## src/rtl/serial_pattern_tx.sv

```systemverilog
// serial_pattern_tx: accepts a parallel word over valid/ready and shifts it out
// MSB-first, optionally repeated back-to-back. Keeps a saturating count of
// overlapping "101" occurrences seen on the emitted serial stream.
module serial_pattern_tx #(
    parameter int WIDTH = 8,
    parameter int CNT_W = 8
) (
    input  logic             clk,
    input  logic             reset,
    input  logic             clear,
    input  logic             in_valid,
    output logic             in_ready,
    input  logic [WIDTH-1:0] in_data,
    input  logic [3:0]       in_repeat,
    output logic             out_bit,
    output logic             out_valid,
    output logic             busy,
    output logic             done,
    output logic [CNT_W-1:0] match_cnt
);

    localparam int IDX_W = (WIDTH > 1) ? $clog2(WIDTH) : 1;
    localparam logic [IDX_W-1:0] IDX_LAST = IDX_W'(WIDTH - 1);

    typedef enum logic {
        IDLE  = 1'b0,
        SHIFT = 1'b1
    } state_t;

    state_t           state;
    state_t           state_next;
    logic [WIDTH-1:0] word;
    logic [WIDTH-1:0] word_next;
    logic [IDX_W-1:0] idx;
    logic [IDX_W-1:0] idx_next;
    logic [3:0]       rep;
    logic [3:0]       rep_next;
    logic             out_bit_next;
    logic             done_next;
    logic [1:0]       hist;

    // Increment that sticks at the all-ones value instead of wrapping.
    function automatic logic [CNT_W-1:0] sat_inc(input logic [CNT_W-1:0] v);
        if (&v) begin
            return v;
        end
        return v + CNT_W'(1);
    endfunction

    // Next-state logic: accept in IDLE, walk the bit index down in SHIFT,
    // reload the index for each extra repetition, finish after the last bit.
    always_comb begin
        state_next = state;
        word_next  = word;
        idx_next   = idx;
        rep_next   = rep;
        done_next  = 1'b0;
        in_ready   = (state == IDLE);
        case (state)
            IDLE: begin
                if (in_valid) begin
                    word_next  = in_data;
                    rep_next   = in_repeat;
                    idx_next   = IDX_LAST;
                    state_next = SHIFT;
                end
            end
            SHIFT: begin
                if (idx == '0) begin
                    if (rep != 4'd0) begin
                        rep_next = rep - 4'd1;
                        idx_next = IDX_LAST;
                    end else begin
                        state_next = IDLE;
                        done_next  = 1'b1;
                    end
                end else begin
                    idx_next = idx - IDX_W'(1);
                end
            end
            default: begin
                state_next = IDLE;
            end
        endcase
        // The bit presented next cycle is looked up ahead of time so that the
        // serial outputs come straight from flops.
        out_bit_next = (state_next == SHIFT) ? word_next[idx_next] : 1'b0;
    end

    // State, datapath and registered serial outputs; reset abandons any word.
    always_ff @(posedge clk or posedge reset) begin
        if (reset) begin
            state     <= IDLE;
            word      <= '0;
            idx       <= '0;
            rep       <= '0;
            out_bit   <= 1'b0;
            out_valid <= 1'b0;
            busy      <= 1'b0;
            done      <= 1'b0;
        end else begin
            state     <= state_next;
            word      <= word_next;
            idx       <= idx_next;
            rep       <= rep_next;
            out_bit   <= out_bit_next;
            out_valid <= (state_next == SHIFT);
            busy      <= (state_next == SHIFT);
            done      <= done_next;
        end
    end

    // Pattern tracker: history of the last two valid bits survives idle gaps,
    // so a "101" straddling two words still counts; clear beats a match.
    always_ff @(posedge clk or posedge reset) begin
        if (reset) begin
            hist      <= 2'b00;
            match_cnt <= '0;
        end else if (clear) begin
            hist      <= 2'b00;
            match_cnt <= '0;
        end else if (out_valid) begin
            hist <= {hist[0], out_bit};
            if (hist == 2'b10 && out_bit) begin
                match_cnt <= sat_inc(match_cnt);
            end
        end
    end

endmodule

```

## config.mk

```make
export PLATFORM = sky130hd
export DESIGN_NAME = serial_pattern_tx
export DESIGN_NICKNAME = d
export VERILOG_FILES = /design/src/rtl/serial_pattern_tx.sv
export SDC_FILE = /design/constraint.sdc
export NUM_CORES = 1
export LEC_CHECK = 0
export ABC_AREA = 1
export ABC_CLOCK_PERIOD_IN_PS = 1920
export CAP_MARGIN = 20
export CORE_MARGIN = 2
export CORE_UTILIZATION = 51
export DETAILED_ROUTE_END_ITERATION = 10
export PLACE_DENSITY = 0.88
export SLEW_MARGIN = 10
export SYNTH_ARGS = -nofsm -noshare
export SYNTH_HDL_FRONTEND = slang
export SYNTH_SLANG_ARGS = --single-unit
```

## constraint.sdc

```tcl
create_clock -name clk -period 1.92 [get_ports clk]
set_input_delay 0.384 -clock clk [delete_from_list [all_inputs] [get_ports clk]]
set_output_delay 0.384 -clock clk [all_outputs]
set_load 0.03 [all_outputs]
```

==> impl_metrics.json <==
{
  "cts_buffers": 3,
  "final_antenna_net_count": 0,
  "route.met2.wl_um": 1390,
  "cp.arrival_ps": 1450,
  "hp-class": "in -> async",
  "total_power_uw": 2310,
  "placed_cell_area_um2": 1850,
  "outcome": "finished, violations left",
  "wire_per_inst_um": 11.2,
  "cts.path.max_buffers": 2,
  "tightest_slew_ps": 346,
  "maxCapViolCount": 0,
  "hold_viol_final": 0,
  "end_kind": "output port",
  "clk_latency_ps": 330,
  "viasPerCell": 5.24,
  "io_pins": 29,
  "crit_path_cell_trace": "clkdlybuf4s50_1",
  "met3_wirelength_um": 132,
  "worstSetupStartpointType": "flip-flop",
  "synth_top_family_by_area": "simple AND/OR/NAND/NOR gates",
  "final_core_util_pct": 68.2,
  "root_buffer": "clkbuf_4",
  "die-width_um": 59.0,
  "gp_congestion": 0.821,
  "wl_met1_um": 1370,
  "setup_viol": 0,
  "crit_family": "buffers and inverters",
  "syn-cell-area_um2": 1540,
  "num_antenna_cells": 0,
  "avgSynthCellArea_um2": 7.82,
  "skew_ps": 3.15,
  "slowest_stage": "clkdlybuf4s50_1",
  "violations": "design-rule violations",
  "grt_setup_unrepaired": "false",
  "leakagePower_uw": 0.000956,
  "wirelength_um": 2910,
  "htree_levels": 1,
  "synth_cell_types": 27,
  "cp_num_buf_inv": 1,
  "synth-seq-cells": 28,
  "die_area_um2": 3480,
  "vdd_drop_max_mv": 0.894,
  "crit_path_max_fanout": 5,
  "slew_headroom_pct": 76.9,
  "yosys_warnings": 0,
  "max_clock_freq_mhz": 545,
  "cts_hold_buf": 0,
  "cts_tree": "done",
  "power_density_nw_per_um2": 1210,
  "dp_hpwl_um": 2230,
  "die_h_um": 59.0,
  "grt_pass1_wl_um": 5180,
  "synth_compound_area_share_pct": 11.7,
  "grt_antenna_before_repair": 0,
  "period_minus_slack_ps": 1830,
  "synthXorXnorAreaFrac_pct": 1.14,
  "grt_use_total_pct": 19.0,
  "path_class": "reg -> out",
  "port_buffers": 28,
  "post_cts_buffers": 0,
  "nFillCells": 245,
  "fin_nets": 250,
  "tns_ps": 0,
  "required_ps": 1540,
  "synth_fa_ha_area_share_pct": 4.06,
  "fin_crit_sh_pct": 95.5,
  "grt_max_degree": 29,
  "grt_pass1_vias": 1282,
  "vias": 1358,
  "syn_to_final_growth_pct": 24.1,
  "grt-ovfl-total": 0,
  "initial_core_util_pct": 55.0,
  "yosys.area_share.simple_pct": 25.4,
  "drc_errors": 3,
  "top_layer_used": "met4",
  "rows": 19,
  "seq_area_frac_synth_pct": 45.5,
  "dr.first_iter.drc_count": 56,
  "syn_inst": 197,
  "design.core.area_um2": 2810,
  "clk_pin_slew_worst_paths_ps": 140,
  "clock-sinks": 28,
  "drive_above_1_share_pct": 9.65,
  "mappedNetlistNets": 218,
  "design_area_um2": 1910,
  "muxShareOfSynthArea_pct": 0.974,
  "final_max_slew_viol_count": 0,
  "dr.pass1.iters": 7,
  "max_stage_delay_ps": 690
}
state kept, by name, indices dropped and copies added, names as in the netlist:
signal / count
hist: 2
idx: 3
rep: 4
word: 8
out_bit: 1
state: 1
done: 1
match_cnt: 8
metrics by stage:
stage	std cells	setup WS (ps)	hold WS, ps
4_1_cts	259	54.3	395
3_5_place_dp	255	3.71	480
5_1_grt	259	16.7	434
3_3_place_gp	255	34.9	487
2_1_floorplan	197	244	447
6_report	259	85.7	387
layer usage:
metal,up-vias,global-route usage [%]
met5,-,0
met4,0,3.90
met3,2,5.24
met2,38,33.3
met1,623,23.6
li1,695,-
repair_timing:
item,4_1_cts,5_1_grt
pin swaps,0,1
hold endpoints to repair,0,0
gates resized for setup,4,10
setup endpoints to repair,3,4
final timing paths:
check                                              start                        to  slack [ps]  depth (start not counted)
worst min-delay path                               reset         word[2]$_DFF_PP0_         390                          3
worst min register to register         word[1]$_DFF_PP0_         word[1]$_DFF_PP0_         520                          1
worst max register to register  match_cnt[1]$_DFFE_PP0P_  match_cnt[3]$_DFFE_PP0P_         230                          8
worst max-delay path            match_cnt[2]$_DFFE_PP0P_              match_cnt[2]          90                          1
min in group clk                       word[1]$_DFF_PP0_         word[1]$_DFF_PP0_         520                          1
max in group asynchronous                          reset           state$_DFF_PP0_        1250                          3
cell type report:
type,count,area [µm²],share of cell area [%]
flip-flops and latches,28,702,36.7
multi-input cells,127,687,35.9
repair buffers,31,304,15.9
inverters,38,145,7.59
well taps,31,38.8,2.03
clock buffers,4,36.3,1.90
placed cells by master, fill, tap and decap left out:
cell / count
nand2_2: 4
inv_2: 2
mux2_4: 1
clkbuf_8: 1
nor2_1: 12
nor4_4: 1
ha_1: 4
nand4_1: 4
o221ai_1: 1
nand2_1: 45
nor2_4: 1
inv_1: 35
o22ai_1: 2
dlygate4sd2_1: 3
dfrtp_2: 1
nand3_2: 1
nand3_1: 14
nor3_1: 3
o2111ai_1: 1
a22oi_1: 1
o21a_1: 1
dfrtp_1: 27
inv_4: 1
o31ai_1: 1
clkbuf_4: 3
o21ai_1: 1
o21ai_0: 18
a21oi_1: 5
xor2_1: 2
o211ai_1: 1
nand2_4: 1
clkdlybuf4s50_1: 23
buf_4: 3
nor2_2: 1
ha_2: 1
dlymetal6s2s_1: 2
logic make-up (layout without fill, tap and decap cells):
family / after synthesis / after routing
buffers and inverters: 42 / 73
multiplexers: 1 / 1
AO/OA/AOI/OAI: 32 / 32
AND/OR/NAND/NOR: 87 / 87
adder cells (fa/ha/maj): 5 / 5
XOR/XNOR: 2 / 2
flip-flops: 28 / 28
synthesized netlist by cell type:
master,count,area (µm²)
a21oi_1,5,25.0
a22oi_1,1,7.51
buf_2,2,10.0
buf_4,1,7.51
buf_6,1,11.3
dfrtp_1,28,701
ha_1,5,62.6
inv_1,37,139
inv_4,1,6.26
mux2_4,1,15.0
nand2_1,46,173
nand2_2,3,18.8
nand2_4,1,11.3
nand3_1,15,75.1
nand4_1,4,25.0
nor2_1,14,52.6
nor3_1,3,15.0
nor4_4,1,21.3
o2111ai_1,1,8.76
o211ai_1,1,7.51
o21a_1,1,7.51
o21ai_0,18,90.1
o21ai_1,1,5.00
o221ai_1,1,8.76
o22ai_1,2,12.5
o31ai_1,1,7.51
xor2_1,2,17.5
where the power goes:
group | internal (µW) | total (µW) | switching (µW) | leakage (µW)
Sequential | 783 | 905 | 122 | 0.000341
Combinational | 429 | 1120 | 695 | 0.000594
Clock | 116 | 285 | 168 | 0.0000210
Total | 1330 | 2310 | 985 | 0.000956
(Power assumes the default switching activity.)
